**config.mk**
```make
export PLATFORM = sky130hd
export DESIGN_NAME = control_unit
export DESIGN_NICKNAME = d
export VERILOG_FILES = /design/src/rtl/control_unit.sv
export SDC_FILE = /design/constraint.sdc
export NUM_CORES = 1
export LEC_CHECK = 0
export BUFFER_PORTS_ARGS = -buffer_cell sky130_fd_sc_hd__clkbuf_2
export CAP_MARGIN = 15
export CORE_AREA = 4 4 41 43
export CTS_CLUSTER_DIAMETER = 120
export CTS_CLUSTER_SIZE = 12
export DETAILED_ROUTE_END_ITERATION = 16
export DIE_AREA = 0 0 45 47
export SETUP_SLACK_MARGIN = 0.05
export SLEW_MARGIN = 20
export SYNTH_ARGS = -nofsm -noshare
export SYNTH_HDL_FRONTEND = slang
export SYNTH_SLANG_ARGS = --single-unit
```
**constraint.sdc**
```tcl
create_clock -name clk -period 1.5 [get_ports clk]
set_clock_uncertainty 0.15 [all_clocks]
set_input_delay 0.3 -clock clk [delete_from_list [all_inputs] [get_ports clk]]
set_output_delay 0.3 -clock clk [all_outputs]
set_load 0.02 [all_outputs]
```
**src/rtl/control_unit.sv**
```systemverilog
// ============================================================================
// Module   : control_unit
// Brief    : RV32I-style main decoder; opcode -> registered control strobes
//            (1-cycle latency). Optional CONTROL_UNIT_ILLEGAL_EN adds illegal_op.
// Revision : 1.0 - initial release
// ============================================================================
`default_nettype none

module control_unit (
    input  logic       clk,
    input  logic       rst,
    input  logic [6:0] opcode,
    output logic       RegWrite,
    output logic       MemRead,
    output logic       MemWrite,
    output logic       Branch,
    output logic       MemToReg,
    output logic [1:0] ALUSrc,
    output logic [2:0] ALUOp,
    output logic [1:0] Jump
`ifdef CONTROL_UNIT_ILLEGAL_EN
    ,
    output logic       illegal_op
`endif
);

    localparam logic [6:0] OP_R      = 7'b0110011;
    localparam logic [6:0] OP_LOAD   = 7'b0000011;
    localparam logic [6:0] OP_STORE  = 7'b0100011;
    localparam logic [6:0] OP_BRANCH = 7'b1100011;
    localparam logic [6:0] OP_IMM    = 7'b0010011;
    localparam logic [6:0] OP_JAL    = 7'b1101111;
    localparam logic [6:0] OP_JALR   = 7'b1100111;
    localparam logic [6:0] OP_LUI    = 7'b0110111;
    localparam logic [6:0] OP_AUIPC  = 7'b0010111;
    localparam logic [6:0] OP_NOP    = 7'b0000000;

    logic       w_reg_write;
    logic       w_mem_read;
    logic       w_mem_write;
    logic       w_branch;
    logic       w_mem_to_reg;
    logic [1:0] w_alu_src;
    logic [2:0] w_alu_op;
    logic [1:0] w_jump;
    logic       w_illegal;

    // Unlisted opcodes fall through to the all-zero default so they act as bubbles.
    always_comb begin
        w_reg_write  = 1'b0;
        w_mem_read   = 1'b0;
        w_mem_write  = 1'b0;
        w_branch     = 1'b0;
        w_mem_to_reg = 1'b0;
        w_alu_src    = 2'b00;
        w_alu_op     = 3'b000;
        w_jump       = 2'b00;
        w_illegal    = 1'b0;
        case (opcode)
            OP_R: begin
                w_reg_write = 1'b1;
                w_alu_op    = 3'b010;
            end
            OP_LOAD: begin
                w_reg_write  = 1'b1;
                w_mem_read   = 1'b1;
                w_mem_to_reg = 1'b1;
                w_alu_src    = 2'b01;
            end
            OP_STORE: begin
                w_mem_write = 1'b1;
                w_alu_src   = 2'b01;
            end
            OP_BRANCH: begin
                w_branch = 1'b1;
                w_alu_op = 3'b001;
            end
            OP_IMM: begin
                w_reg_write = 1'b1;
                w_alu_src   = 2'b01;
                w_alu_op    = 3'b011;
            end
            OP_JAL: begin
                w_reg_write = 1'b1;
                w_alu_src   = 2'b11;
                w_alu_op    = 3'b101;
                w_jump      = 2'b01;
            end
            OP_JALR: begin
                w_reg_write = 1'b1;
                w_alu_src   = 2'b11;
                w_alu_op    = 3'b101;
                w_jump      = 2'b10;
            end
            OP_LUI: begin
                w_reg_write = 1'b1;
                w_alu_src   = 2'b01;
                w_alu_op    = 3'b100;
            end
            OP_AUIPC: begin
                w_reg_write = 1'b1;
                w_alu_src   = 2'b10;
            end
            default: begin
                w_illegal = (opcode != OP_NOP);
            end
        endcase
    end

    always_ff @(posedge clk) begin
        if (rst) begin
            RegWrite <= 1'b0;
            MemRead  <= 1'b0;
            MemWrite <= 1'b0;
            Branch   <= 1'b0;
            MemToReg <= 1'b0;
            ALUSrc   <= 2'b00;
            ALUOp    <= 3'b000;
            Jump     <= 2'b00;
        end else begin
            RegWrite <= w_reg_write;
            MemRead  <= w_mem_read;
            MemWrite <= w_mem_write;
            Branch   <= w_branch;
            MemToReg <= w_mem_to_reg;
            ALUSrc   <= w_alu_src;
            ALUOp    <= w_alu_op;
            Jump     <= w_jump;
        end
    end

`ifdef CONTROL_UNIT_ILLEGAL_EN
    always_ff @(posedge clk) begin
        if (rst) begin
            illegal_op <= 1'b0;
        end else begin
            illegal_op <= w_illegal;
        end
    end
`else
    logic w_unused;
    assign w_unused = w_illegal;
`endif

endmodule

`default_nettype wire

```
---- Word-level counts from Yosys, hierarchy flattened ----
Index checks and enable logic that the tools add are counted.
word-level totals
  output and inout bits ................... 12
  bits in writable memories ............... 0
  bits of input ports ..................... 9
  bits in latches ......................... 0
  flip-flop bits (word level) ............. 11
  bits in read-only memories .............. 0
  memories ................................ 0
cells by class
  multiplexer cells ....................... 7
  $add $sub $neg .......................... 0
  equality and inequality tests ........... 9
  multipliers ............................. 0
  div/mod/pow operators ................... 0
  shifts and indexed selects .............. 0
  reductions and logical operators ........ 3
  bitwise gates (word level) .............. 0
  order comparisons ....................... 0
operator list
  cell                                                                   count
  7-bit by 6-bit equality test with 1-bit output, second input constant  3
  7-bit equality test, second input constant                             3
  3-bit case mux with 5 select lines                                     1
  7-bit by 5-bit equality test with 1-bit output, second input constant  2
  7-bit by 2-bit equality test with 1-bit output, second input constant  1
  7-bit OR reduction                                                     1
  2-bit case mux with 3 select lines                                     1
  1-bit 2-to-1 mux                                                       4
  2-bit case mux with 2 select lines                                     1
  4-bit OR reduction                                                     1
  2-bit OR reduction                                                     1

---- Logic depth before layout (Yosys ltp) ----
Gate-level depths: netlist of the first run.
  word-level depth ........................ 3
  mapped depth ............................ 4
  depth with buffers taken out ............ 3

---- Least setup slack after synthesis of the first run ----
Ideal clock, no wire load.
  path type ............................... input-to-reg
  start point ............................. input opcode[5]
  end point ............................... register ALUOp[0]
  setup time .............................. 87 ps
  path slack .............................. 213 ps
  data required time ...................... 1,263 ps
  cell stages on the path ................. 4
  path buffers ............................ 1
  data arrival time ....................... 1,050 ps
  cells stage by stage .................... buf_2 nand2_1 or4_4 o31ai_1
between the ends
  cells in the longest elaborated chain, start to end .. 3
  elaborated cells on any way between the ends .. 8
RTL lines
  element                                 line  RTL
  start, declared                         12    input logic [6:0] opcode,
  7-bit equality test                     59    case (opcode)
  2-bit OR reduction (no source line)     n/a
  3-bit case mux with 5 select lines (*)  59
  end signal, assigned                    127   ALUOp <= w_alu_op;
  end, declared                           19    output logic [2:0] ALUOp,
Mark *: on every way between the ends. The rest lies on a longest branch, timed or not.
A chain may end at the register's enable or synchronous reset.

==> results of run 1 <==
[per-stage QoR]
stage | total power (uW) | instance area (sq um) | utilization [%]
detailed placement | 359 | 557 | 42.8
global route | 583 | 583 | 44.8
CTS | 556 | 583 | 44.8
floorplan | 330 | 435 | -
finish | 546 | 583 | 44.8
global placement | 359 | 557 | 42.8
[path summary, 6_finish.rpt]
check,startpoint,to,slack (ns)
setup / recovery,MemToReg,MemRead,0.29
hold / removal,opcode[3],Jump[1],0.14
[sequential cells by signal, summed over array words and instances (netlist names)]
| name | cells |
|---|---|
| Jump | 2 |
| RegWrite | 1 |
| MemWrite | 1 |
| ALUOp | 3 |
| ALUSrc | 2 |
| MemToReg | 1 |
| Branch | 1 |
[area by class of cell]
class / instances / area [sq um]
Clock buffer: 4 / 26.3
Fill cell: 149 / 718
Inverter: 2 / 7.51
Multi-Input combinational cell: 27 / 195
Sequential cell: 11 / 220
Tap cell: 15 / 18.8
Timing Repair Buffer: 22 / 115
[kinds of logic after synthesis]
group | synth area share [%]
and+or+nand+nor | 31.3
DFF | 50.6
AOI/OAI and AO/OA | 11.2
buffers and inverters | 4.60
muxes | 2.30
[per-layer routing]
metal  track usage [%]  wire (um)  vias up  share of wire (%)
met5                 0          0        -                  0
met2              13.3        358       18                 41
li1                  -          -      200                  -
met1              11.9        410      175                 47
met4              10.5         36        0                4.1
met3              3.45         75        4                8.5
[cells in the final DEF, fill, tap and decap left out, types with 2 or more instances in the layout]
cell      count
nor3b_1       2
nor2_1        2
nor4b_1       2
a21oi_1       3
nor3_1        2
clkbuf_2     20
nor2_2        2
clkbuf_4      3
buf_4         2
dfxtp_1      11
[power groups by stage]
stage / Clock [uW] / Combinational (uW) / Sequential, uW
floorplan: 0 / 25.4 / 304
global placement: 0 / 57.6 / 301
detailed placement: 0 / 57.8 / 301
CTS: 203 / 57.9 / 295
global route: 225 / 63.3 / 295
finish: 193 / 58.1 / 295
==> results.md, run 1 <==
* Most common cell in the netlist: dfxtp_1
* Final antenna-violating net count at 0
* Via density at about 4.9
* Endpoints failing setup at 0
* Number of enable flip-flop cells after synthesis at 0
* Status: finished, final reports clean
* Number of remaining DRC errors at 0
* Final std cells w/o fill at 81
* Slew Viols, Final at 0
* Die width at 45 um
* Worst path arrival time at approximately 0.76 ns
* Power share of the combinational group at 10.6%
* Area growth syn-to-layout at 33.9%
* WP buf/inv at 1
* DIE HEIGHT at 47 um
* Wirelength per Cell at approximately 11 um
* Synth top cells by count: dfxtp_1 (11), a21oi_1 (3)
* Fmax at 829 MHz
* NumNets Final at 76
* Core area at 0.00130 sq mm
* Initial core utilization at between 30% and 40%
* Peak VDD IR at around 460 uV
* Fin. Hold Viols at 0
* Worst-Margin Slew at ~0.32 ns
* Critical-path maximum fanout at 2
* Setup tns final at 0 ns
* Num Clock Sinks at 11
* Dpl cells at slightly below 80
* Share of the synthesized area in the top cell type at roughly 51%
* Via count at 397
* Register area share after synthesis at between 50% and 60%
* DIE AREA at 0.00212 sq mm
* Largest stage delay on the critical path at 0.33 ns
* Period Utilization, post-route at between 80% and 90%
* Minimum clock period at around 1.2 ns
* Post-cts hold buffer count at 0
* I/O pins at 21
* Crit-path slowest cell: dfxtp_1
* CTS tree: yes
* Clk slew on worst S/H paths at 0.07 ns
* Cell Pwr Density at 936 mW/mm^2
* Initial DRC count at 3
* Fraction of registers with async set/reset at 0%
* Worst path depth at 1
* Gr usage total at 9.98%
* Synth warnings at 0
* # resized after CTS at 0
* Layout cell share with drive strength beyond 1 at 47.0%
* Final wirelength at 881 um
* Vias in the first global route at 344
* Wire length of the first global-routing pass at 1440 um
* PnR worst setup slack at 0.293 ns
* CP required at between 1 and 1.5 ns
* IO Port Bufs at 20
* Clock Root Buffer: clkbuf_4
* Clk pwr share at 35.4%
* FF+latch count, synth at 11
* Buffer count from post-CTS setup fixing at 0
* Post-synth cell types at 25
* Slew HR at 78.9%
* H-tree level count at 1
* Leakage at 0.000280 uW
* Largest net degree at the start of global routing at 10
* Pint at 421 uW
* Top_reg_cell synth: dfxtp_1
* Switching power total at 125 uW
* Mapped Cells at 42
* Sw Ratio at 22.8%
* Top cells by area, synth: dfxtp_1 (51%), nand3b_4 (4.6%), nor4b_1 (4.0%)
* WS Path Type: flip-flop to output pin
* Number of iterations in the first detailed-routing pass at 2
* Clock tree buffer depth at 2
* Grt ovf at 0
* GPL Wtd Cong at 0.820
* Synth Area per Inst at 10.4 sq um
* Max-Cap Viols at 0
* Seq pwr share at 54.0%
* Post-synth top area cell: dfxtp_1
* Crit path max-delay family: flip-flops
* DP HPWL at just under 700 um
* WHS Path Cells at 2
* # rows at 13
* Critical Path, Cell by Cell: clkbuf_2
* CTS buffer count at 3
* Setup WS pre-CTS at around 0.11 ns
* Critical Path Sink Type: output pin
* Post-Syn Area at roughly 440 sq um
* CP startpoint kind: flip-flop
* Hold WC Path Type: input port to flip-flop
* ANT cells at 0
* RSZ-0062 raised after global routing: false
* Final hold slack at 0.141 ns
* Initial antenna violation count at 0
* Syn Nets at 51
(Power assumes the default switching activity.)
==> inputs of run 2 (changes only) <==
Clock period 1.5 ns to 1.1 ns, I/O delays scaled along.
==> results.md, run 2 (synthesized netlist as in run 1, its figures left out) <==
* Status: finished, violations left
* Failing checks: setup timing
* Via count at 427 (+7.6%)
* Initial DRC count at 1 (-2)
* Total power at 785 uW (+44%)
* Largest stage delay on the critical path at 0.36 ns (+0.03 ns)
* Crit-path slowest cell: dfxtp_4
* CTS tree: yes
* Wirelength per Cell at 11.3 um (+3.9%)
* Period Utilization, post-route at 102%
* DIE HEIGHT at 47 um (unchanged)
* Endpoints failing setup at 2 (+2)
* WP buf/inv at 1 (unchanged)
* DIE AREA at 0.00212 sq mm (unchanged)
* CTS buffer count at 3 (unchanged)
* WS Path Type: flip-flop to output pin
* Fin. Hold Viols at 0 (unchanged)
* Post-DP Area at 632 sq um (+13%)
* Critical Path Sink Type: output pin
* Largest net degree at the start of global routing at 8 (-2)
* Largest registers: ALUOp (3), ALUSrc (2), Jump (2)
* Hold WC Path Type: input port to flip-flop
* I/O pins at 21 (unchanged)
* Initial core utilization at 33.5% (unchanged)
* Largest Register: ALUOp
* RSZ-0062 raised after global routing: true
* ANT cells at 0 (unchanged)
* Slew Viols, Final at 0 (unchanged)
* CP startpoint kind: flip-flop
* Fmax at 895 MHz
* Die width at 45 um (unchanged)
* Worst path arrival time at 0.75 ns (about the same)
* Layout cell share with drive strength beyond 1 at 73.7% (+27 points)
* Worst-Margin Slew at 0.262 ns (-0.0535 ns)
* Grt ovf at 0 (unchanged)
* H-tree level count at 1 (unchanged)
* Commonest cells after routing, fill and taps aside: buf_8 (12), buf_4 (12), dfxtp_2 (10)
* Initial antenna violation count at 0 (unchanged)
* Vias in the first global route at 454 (+32%)
* PnR worst setup slack at -0.0177 ns (-0.311 ns)
* Critical-path maximum fanout at 2 (unchanged)
* # rows at 13 (unchanged)
* Largest register FFs at 3 (unchanged)
* Final antenna-violating net count at 0 (unchanged)
* Fillers at 121 (-19%)
* CP required at 0.73 ns (-0.32 ns)
* Number of remaining DRC errors at 0 (unchanged)
* Leakage at 0.000370 uW (+32%)
* Clock tree buffer depth at 2 (unchanged)
* IO Port Bufs at 20 (unchanged)
* Max-Cap Viols at 0 (unchanged)
* Hold path start: opcode[3]
* Minimum clock period at 1.12 ns
* Num Clock Sinks at 11 (unchanged)
* Number of iterations in the first detailed-routing pass at 2 (unchanged)
* Post-Layout Inst Area at 817 sq um (+40%)
* Crit path max-delay family: flip-flops
* Gr usage total at 12.5% (+2.5 points)
* Area growth syn-to-layout at 87.6%
* Clock Root Buffer: clkbuf_4
* Critical Path Source: MemToReg
* Slew HR at 82.4% (+3.5 points)
* Cell Pwr Density at 961 mW/mm^2 (+2.6%)
* Wire length of the first global-routing pass at 1840 um (+28%)
* Post-cts hold buffer count at 0 (unchanged)
* Final wirelength at 1030 um (+17%)
* Core area at 0.00130 sq mm (unchanged)
* Via density at 4.69 (-4.3%)
* GPL Wtd Cong at 0.743 (-9.5%)
* DP HPWL at 820 um (+20%)
* Clk slew on worst S/H paths at 0.07 ns (about the same)
* Critical Path, Cell by Cell: buf_8
* Peak VDD IR at 853 uV (+86%)
* NumNets Final at 86 (+13%)
-- run 2: final timing paths --
check                       end  cells past startpoint  slack (ns)
worst max-delay path   MemToReg                      1       -0.02
worst min-delay path  ALUSrc[0]                      3        0.11
-- run 2: timing repair --
action | 4_1_cts | 5_1_grt
resized for setup | 34 | 18
endpoints found under the setup margin | 12 | 15
setup buffers | 0 | 0
hold endpoints to repair | 0 | 0
-- run 2: area by class of cell --
cell class              instances  area, sq um  share of cell area (%)
clock buffers                   4         26.3                    3.22
well taps                      15         18.8                    2.30
inverters                       2         7.51                   0.919
multi-input cells              27          218                    26.6
repair buffers                 32          310                    38.0
flip-flops and latches         11          236                    28.9
-- run 2: stage by stage --
| stage | TNS, ns | setup slack [ns] | std cells | utilization [%] | hold WS [ns] |
|---|---|---|---|---|---|
| after floorplan | -0.326 | -0.0998 | 42 | - | 0.137 |
| after global placement | -1.14 | -0.171 | 87 | 48.6 | 0.383 |
| after detailed placement | -1.44 | -0.220 | 87 | 48.6 | 0.377 |
| after CTS | -0.0488 | -0.0180 | 91 | 59.6 | 0.0875 |
| after global routing | -0.182 | -0.0476 | 91 | 62.8 | 0.119 |
| final | -0.0348 | -0.0177 | 91 | 62.8 | 0.105 |
-- run 2: where the power goes --
| group | switching [uW] | total, uW | internal, uW | leakage, uW |
|---|---|---|---|---|
| Sequential | 2.01 | 401 | 399 | 0.0000946 |
| Clock | 128 | 268 | 140 | 0.0000150 |
| Combinational | 53.3 | 115 | 62.0 | 0.000261 |
-- run 2: metal layers --
| layer | up-vias | part of all wire (%) | global-route usage (%) | routed length [um] |
|---|---|---|---|---|
| met3 | 2 | 7.4 | 4.60 | 76 |
| met2 | 15 | 52 | 21.8 | 535 |
| met4 | 0 | 1.3 | 7.02 | 13 |
| met1 | 187 | 39 | 12.9 | 403 |
| met5 | - | 0 | 0 | 0 |
| li1 | 223 | - | - | - |
